<file path="src/rtl/ram_stream_reader_if.sv">
// Bus bundle between the burst reader, its RAM read port and the stream consumer.
// The slave modport is the reader's view; the master modport is the environment's view.
interface ram_stream_reader_if #(
    parameter int ADDRESS_WIDTH = 4,
    parameter int DATA_WIDTH    = 8
);
    logic                     Start_i;
    logic [ADDRESS_WIDTH-1:0] BaseAddress_i;
    logic [ADDRESS_WIDTH:0]   Length_i;
    logic                     Busy_o;
    logic                     Done_o;
    logic                     RamReadEnable_o;
    logic [ADDRESS_WIDTH-1:0] RamAddress_o;
    logic [DATA_WIDTH-1:0]    RamData_i;
    logic [DATA_WIDTH-1:0]    StreamData_o;
    logic                     StreamValid_o;
    logic                     StreamReady_i;

    modport slave (
        input  Start_i, BaseAddress_i, Length_i, RamData_i, StreamReady_i,
        output Busy_o, Done_o, RamReadEnable_o, RamAddress_o, StreamData_o, StreamValid_o
    );

    modport master (
        output Start_i, BaseAddress_i, Length_i, RamData_i, StreamReady_i,
        input  Busy_o, Done_o, RamReadEnable_o, RamAddress_o, StreamData_o, StreamValid_o
    );
endinterface

</file>
<file path="src/rtl/ram_stream_reader.sv">
// Burst read initiator: issues RAM reads under a 4-word credit limit and streams the
// returned words through a 4-entry first-word-fall-through FIFO.
module ram_stream_reader #(
    parameter int ADDRESS_WIDTH = 4,
    parameter int DATA_WIDTH    = 8
) (
    input  logic                Clock,
    input  logic                Reset,
    ram_stream_reader_if.slave  bus
);
    typedef enum logic [1:0] {S_IDLE, S_READ, S_DRAIN, S_DONE} state_t;

    state_t                   r_state, w_state_nxt;
    logic [ADDRESS_WIDTH-1:0] r_addr, w_addr_nxt;
    logic [ADDRESS_WIDTH:0]   r_remaining, w_remaining_nxt;
    logic [ADDRESS_WIDTH-1:0] r_ram_addr, w_ram_addr_nxt;
    logic                     r_ren;
    logic                     r_rd_ret;
    logic [2:0]               r_outst;
    logic [2:0]               r_count;
    logic [1:0]               r_wptr, r_rptr;
    logic [DATA_WIDTH-1:0]    r_mem [4];
    logic                     w_issue, w_pop, w_push;

    assign w_pop  = (r_count != 3'd0) && bus.StreamReady_i;
    assign w_push = r_rd_ret;

    // Issue decision: outstanding counts in-flight reads plus FIFO occupancy, so a pop
    // in this cycle frees a credit for a read issued in the same cycle.
    always_comb begin
        w_state_nxt     = r_state;
        w_addr_nxt      = r_addr;
        w_remaining_nxt = r_remaining;
        w_ram_addr_nxt  = r_ram_addr;
        w_issue         = 1'b0;
        case (r_state)
            S_IDLE: begin
                if (bus.Start_i) begin
                    if (bus.Length_i == '0) begin
                        w_state_nxt = S_DONE;
                    end else begin
                        w_issue         = 1'b1;
                        w_ram_addr_nxt  = bus.BaseAddress_i;
                        w_addr_nxt      = bus.BaseAddress_i + 1'b1;
                        w_remaining_nxt = bus.Length_i - 1'b1;
                        w_state_nxt     = (bus.Length_i == 1) ? S_DRAIN : S_READ;
                    end
                end
            end
            S_READ: begin
                if ((r_remaining != '0) && ((r_outst < 3'd4) || w_pop)) begin
                    w_issue         = 1'b1;
                    w_ram_addr_nxt  = r_addr;
                    w_addr_nxt      = r_addr + 1'b1;
                    w_remaining_nxt = r_remaining - 1'b1;
                    if (r_remaining == 1) w_state_nxt = S_DRAIN;
                end
            end
            S_DRAIN: begin
                if (r_outst == {2'b00, w_pop}) w_state_nxt = S_DONE;
            end
            S_DONE:  w_state_nxt = S_IDLE;
            default: w_state_nxt = S_IDLE;
        endcase
    end

    always_ff @(posedge Clock or posedge Reset) begin
        if (Reset) begin
            r_state     <= S_IDLE;
            r_addr      <= '0;
            r_remaining <= '0;
            r_ram_addr  <= '0;
            r_ren       <= 1'b0;
            r_rd_ret    <= 1'b0;
            r_outst     <= '0;
        end else begin
            r_state     <= w_state_nxt;
            r_addr      <= w_addr_nxt;
            r_remaining <= w_remaining_nxt;
            r_ram_addr  <= w_ram_addr_nxt;
            r_ren       <= w_issue;
            r_rd_ret    <= r_ren;
            case ({w_issue, w_pop})
                2'b10:   r_outst <= r_outst + 3'd1;
                2'b01:   r_outst <= r_outst - 3'd1;
                default: r_outst <= r_outst;
            endcase
        end
    end

    // FIFO control; storage itself is left unreset and masked at the output instead.
    always_ff @(posedge Clock or posedge Reset) begin
        if (Reset) begin
            r_wptr  <= '0;
            r_rptr  <= '0;
            r_count <= '0;
        end else begin
            if (w_push) r_wptr <= r_wptr + 2'd1;
            if (w_pop)  r_rptr <= r_rptr + 2'd1;
            case ({w_push, w_pop})
                2'b10:   r_count <= r_count + 3'd1;
                2'b01:   r_count <= r_count - 3'd1;
                default: r_count <= r_count;
            endcase
        end
    end

    always_ff @(posedge Clock) begin
        if (w_push) r_mem[r_wptr] <= bus.RamData_i;
    end

    assign bus.StreamValid_o   = (r_count != 3'd0);
    assign bus.StreamData_o    = (r_count != 3'd0) ? r_mem[r_rptr] : '0;
    assign bus.RamReadEnable_o = r_ren;
    assign bus.RamAddress_o    = r_ram_addr;
    assign bus.Busy_o          = (r_state == S_READ) || (r_state == S_DRAIN);
    assign bus.Done_o          = (r_state == S_DONE);
endmodule

</file>
<file path="src/flat_wrapper.sv">
// flat-port wrapper written by rule: the top's interface ports become plain ports
module ram_stream_reader_flat 
#(
    parameter int ADDRESS_WIDTH = 4,
    parameter int DATA_WIDTH    = 8
)
  (Clock, Reset, bus_Start_i, bus_BaseAddress_i, bus_Length_i, bus_RamData_i, bus_StreamReady_i, bus_Busy_o, bus_Done_o, bus_RamReadEnable_o, bus_RamAddress_o, bus_StreamData_o, bus_StreamValid_o);
  ram_stream_reader_if #(.ADDRESS_WIDTH(ADDRESS_WIDTH), .DATA_WIDTH(DATA_WIDTH)) bus_i ();
  input  logic Clock;
  input  logic Reset;
  input wire logic [$bits(bus_i.Start_i)-1:0] bus_Start_i;
  input wire logic [$bits(bus_i.BaseAddress_i)-1:0] bus_BaseAddress_i;
  input wire logic [$bits(bus_i.Length_i)-1:0] bus_Length_i;
  input wire logic [$bits(bus_i.RamData_i)-1:0] bus_RamData_i;
  input wire logic [$bits(bus_i.StreamReady_i)-1:0] bus_StreamReady_i;
  output wire logic [$bits(bus_i.Busy_o)-1:0] bus_Busy_o;
  output wire logic [$bits(bus_i.Done_o)-1:0] bus_Done_o;
  output wire logic [$bits(bus_i.RamReadEnable_o)-1:0] bus_RamReadEnable_o;
  output wire logic [$bits(bus_i.RamAddress_o)-1:0] bus_RamAddress_o;
  output wire logic [$bits(bus_i.StreamData_o)-1:0] bus_StreamData_o;
  output wire logic [$bits(bus_i.StreamValid_o)-1:0] bus_StreamValid_o;
  assign bus_i.Start_i = bus_Start_i;
  assign bus_i.BaseAddress_i = bus_BaseAddress_i;
  assign bus_i.Length_i = bus_Length_i;
  assign bus_i.RamData_i = bus_RamData_i;
  assign bus_i.StreamReady_i = bus_StreamReady_i;
  assign bus_Busy_o = bus_i.Busy_o;
  assign bus_Done_o = bus_i.Done_o;
  assign bus_RamReadEnable_o = bus_i.RamReadEnable_o;
  assign bus_RamAddress_o = bus_i.RamAddress_o;
  assign bus_StreamData_o = bus_i.StreamData_o;
  assign bus_StreamValid_o = bus_i.StreamValid_o;
  ram_stream_reader #(.ADDRESS_WIDTH(ADDRESS_WIDTH), .DATA_WIDTH(DATA_WIDTH)) u_core (.Clock(Clock), .Reset(Reset), .bus(bus_i));
endmodule
</file>
<file path="config.mk">
export PLATFORM = sky130hd
export DESIGN_NAME = ram_stream_reader_flat
export DESIGN_NICKNAME = d
export VERILOG_FILES = /design/src/rtl/ram_stream_reader_if.sv /design/src/rtl/ram_stream_reader.sv /design/src/flat_wrapper.sv
export SDC_FILE = /design/constraint.sdc
export NUM_CORES = 1
export LEC_CHECK = 0
export CAP_MARGIN = 20
export CORE_MARGIN = 1
export CORE_UTILIZATION = 55
export CTS_CLUSTER_SIZE = 25
export DETAILED_ROUTE_END_ITERATION = 10
export DONT_BUFFER_PORTS = 1
export GPL_TIMING_DRIVEN = 0
export PLACE_DENSITY = 0.73
export SYNTH_ARGS = -nofsm -noshare
export SYNTH_HDL_FRONTEND = slang
export SYNTH_SLANG_ARGS = --single-unit
</file>
<file path="constraint.sdc">
create_clock -name Clock -period 3 [get_ports Clock]
set_input_delay 0.6 -clock Clock [delete_from_list [all_inputs] [get_ports Clock]]
set_output_delay 0.6 -clock Clock [all_outputs]
set_load 0.1 [all_outputs]
</file>
# Yosys cells after proc, flatten, opt, wreduce, memory -nomap -nowiden
# Memories as Yosys holds them, arrays and structs flattened.
# Cells that the tools add are included.
# classes
n_addsub,10
mul,0
n_div,0
magnitude_cmp,1
n_eq_ne,15
n_shift,0
n_mux,28
bitwise,0
n_reduce_logical,13
# op_table
operator,count
$mux 4,6
$pmux 4 s2,2
$mux 5,3
$mux 2,6
$pmux 3 s2,2
$eq 5x1->1 const B,2
$pmux 5 s2,1
$sub 5x1->5 const B,2
$add 4x1->4 const B,2
$eq 2x2->1 const B,4
$mux 8,1
$pmux 2 s4,1
$reduce_and 4->1,2
$add 3x1->3 const B,2
$eq 2x1->1 const B,3
$ne 2x1->1 const B,3
$reduce_bool 2->1,3
$sub 3x1->3 const B,2
$logic_not 5->1,1
$mux 1,5
$reduce_bool 5->1,1
$add 2x1->2 const B,2
$ne 2x2->1 const B,2
$eq 3x1->1,1
6 further kinds,8
# totals
ff_bits,27
latch_bits,0
ramBits,32
romBits,0
inputBits,21
output_inout_bits,16
elab_cells,78
n_memories,1
# memory_table
memory,depth,word_bits,read_ports,rd_ports_with_merged_regs,wr,line,source
u_core.r_mem,4,8,1,0,1,ram_stream_reader.sv:22,logic [DATA_WIDTH-1:0] r_mem [4];

# Longest topological paths before layout
# logic_depth
depth_word,8
mapped_depth,11
depth_no_buf,11

# Least setup slack after synthesis
# OpenSTA, ideal clock, no wires.
# synth_path
kind,reg2out
from,register u_core.r_rptr[0]
to,output port bus_StreamData_o[0]
t_arrival_ns,2.233
required_ns,2.400
path_slack_ns,0.167
path_stages_with_launch,4
n_path_buf,1
path_cell_list,dfrtp_1 > buf_2 > mux4_2 > nor2b_1
# synth_via
elab_chain_cells,2
# synth_lines
item,line,source
"start, declared",ram_stream_reader.sv:21,"logic [1:0] r_wptr, r_rptr;"
"start signal, assigned",ram_stream_reader.sv:99,if (w_pop) r_rptr <= r_rptr + 2'd1;
$mem_v2 4x8,-,
$mux 8,ram_stream_reader.sv:113,assign bus.StreamData_o = (r_count != 3'd0) ? r_mem[r_rptr] : '0;
"end, declared",flat_wrapper.sv:20,output wire logic [$bits(bus_i.StreamData_o)-1:0] bus_StreamData_o;
# No other way between the ends.

# Final worst setup path
# layout_path
from,register u_core.r_rptr[1]
to,output port bus_StreamData_o[1]
# The elaborated chain is that of the path after synthesis.

==> reports/summary.txt <==
Share of layout cells above drive strength 1 - 18.7%
IO Pins - 37
Worst Setup SP - u_core.r_rptr[1]$_DFFE_PP0P_
Ys flop type - edfxtp_1
Worst setup SP type - flip-flop
Largest net degree at the start of global routing - 28
Drt first pass iters - 4
Share of the synthesized area in the top cell type - 32.8%
Clock-pin slew on the worst setup and hold paths - 0.06 ns
Async S/R FF share, synth - 45.8%
Yosys reg bits - 59
Outcome - complete, no violations
Origin of the critical flop-to-flop path - u_core.r_count[0]$_DFFE_PP0P_
Root buffer cell - clkbuf_8
Avg Inst Size Synth - 13.1 µm²
RSZ-0062 raised after global routing - false
Syn Std Cell Area - 2930 µm²
Post-synth EDFFs - 32
Fin nets - 276
Commonest cells post-synth - 32 x edfxtp_1, 27 x dfrtp_1, 21 x inv_1
CTS Buf Count - 9
Initial Util - 57.3%
Highest clock rate - 0.351 GHz
FP Rows - 26
Dpl cells - 294
Worst R2R Path Depth - 9
Clock Skews - 0.00829 ns
Initial antenna violation count - 0
Vias per cell - 5.37
N_diodes - 0
Vias in the first global route - 1,649
Global Route Usage Sum - 19.2%
Worst Tran Pin Value - 1.07 ns
Final Core Density - 63.3%
Die X-Extent - 74.9 µm
R2R Setup Slk - 0.46 ns
Count of pins over their slew limit - 0
Synth unique cells - 41
FF-to-FF End - u_core.r_outst[2]$_DFFE_PP0P_
First-pass GRT wire length - 7560 µm
# setup viols final - 0
Non-filler cells, final - 311
Aggregate global routing overflow - 0
Hold_buf cts - 0
Core Region - 5110 µm²
Vias - 1,671
# fillers - 404
Design area - 3230 µm²
Post-Route WL - 4790 µm
DRC - 0
Required @ worst endpoint - 2.40 ns
Crit path time final - 2.85 ns
Area growth, synth to finish - 10.4%
H-tree levels - 3
Clock Latency Late Sink - 0.32 ns
Area leader, netlist - edfxtp_1
CTS tree - built
Place WS - 0.160 ns
Die H - 74.9 µm
Post-CTS setup buffers - 0
I/O Buffers - 0
CP endpoint kind - output port
Post-Synthesis Net Count - 263
Placed inst area - 3040 µm²
Final Hold Vio Count - 0
Final period util - 95.1%
Clock sinks - 59
Relative slew slack - 28.2%
Post-detailed-route count of antenna-violating nets - 0
Die ar. - 5620 µm²
Min-Delay Path Class - primary input to async pin
Most common cell in the netlist - edfxtp_1
Post_cts resized - 0
MaxCap Viol Count - 0
Cells after synthesis - 223
Most area-consuming cells after synthesis - edfxtp_1 33%, dfrtp_1 23%, ha_1 7.3%, mux4_2 6.2%, inv_1 2.7%
Part of the Yosys area used for sequential elements - 55.9%
Hpwl dp - 3530 µm
Synth warn - 0
RD Place Congestion - 0.829
Slack of the critical path - 0.148 ns
WS Path Type - flip-flop to output port
Wire length per cell - 15.4 µm
Crit path DAT - 2.25 ns
Max Root-Sink Buffers - 2
Crit-path max FO - 9
DRT iter0 DRCs - 78
## cells in the final DEF (no fill, tap or decap), drive strengths merged, types with 2 or more instances in the layout
master | Yosys | layout
xor2 | 7 | 7
xnor2 | 8 | 8
nor3 | 5 | 5
nor2b | 8 | 8
fa | 2 | 2
mux4 | 8 | 8
and2 | 4 | 4
o21ai | 14 | 14
ha | 17 | 17
nand2 | 14 | 14
nand4 | 3 | 3
nor2 | 7 | 7
clkinv | 0 | 2
clkbuf | 2 | 15
buf | 3 | 5
inv | 22 | 22
dfrtp | 27 | 27
o31ai | 2 | 2
edfxtp | 32 | 32
a21oi | 7 | 7
mux2 | 8 | 8
mux2i | 5 | 5
nand3 | 4 | 4
## routing by layer
layer	global-route usage (%)	part of all wire, %	up-vias
met1	23.3	44	807
met5	0	0	-
li1	-	-	822
met3	7.50	5.1	7
met2	31.4	49	35
met4	6.92	1.3	0
## worst max-delay path by stage
stage	endpoint	slack (ns)	cells past startpoint
final	bus_StreamData_o[1]	0.15	3
after global routing	bus_StreamData_o[1]	0.03	3
after CTS	bus_StreamData_o[1]	0.11	3
after detailed placement	u_core.r_outst[2]$_DFFE_PP0P_	0.16	11
after global placement	bus_StreamData_o[3]	-0.03	3
after floorplan	bus_StreamData_o[0]	0.17	3
## metrics by stage
step	setup TNS, ns	hold WS (ns)
2_1_floorplan	0	0.464
3_3_place_gp	-0.107	0.491
3_5_place_dp	0	0.497
4_1_cts	0	0.347
5_1_grt	0	0.0713
6_report	0	0.0786
## cell families after synthesis
| logic type | after synthesis | share of synthesized area [%] |
|---|---|---|
| AO/OA/AOI/OAI | 33 | 7.82 |
| AND/OR/NAND/NOR | 49 | 8.51 |
| buffers and inverters | 27 | 3.68 |
| XOR/XNOR | 15 | 4.49 |
| adder cells (fa/ha/maj) | 19 | 8.64 |
| multiplexers | 21 | 10.9 |
| flip-flops | 59 | 55.9 |
## critical path, cell delays in order, from the launching register on
cell	delay (ns)
dfrtp_1	0.32
clkbuf_1	0.43
mux4_2	0.32
nor2b_2	0.86
## registers in the layout, indices dropped and copies added, names as in the netlist
name,count
u_core.r_wptr,2
u_core.r_addr,4
u_core.bus.RamReadEnable_o,1
u_core.r_count,3
u_core.bus.RamAddress_o,4
u_core.r_mem,32
u_core.r_rptr,2
u_core.r_rd_ret,1
u_core.r_outst,3
u_core.r_state,2
u_core.r_remaining,5
## layout make-up
class / instances / area, µm² / share of cell area [%]
flip-flops and latches: 59 / 1640 / 50.7
multi-input cells: 137 / 1200 / 37.2
clock buffers: 13 / 149 / 4.61
well taps: 70 / 87.6 / 2.71
inverters: 22 / 82.6 / 2.56
repair buffers: 2 / 32.5 / 1.01
plain buffers: 5 / 25.0 / 0.775
clock inverters: 3 / 15.0 / 0.465
Power is left out: the tool's default activity adds up to more than one toggle a clock period on the data nets, which glitch-free logic cannot reach.
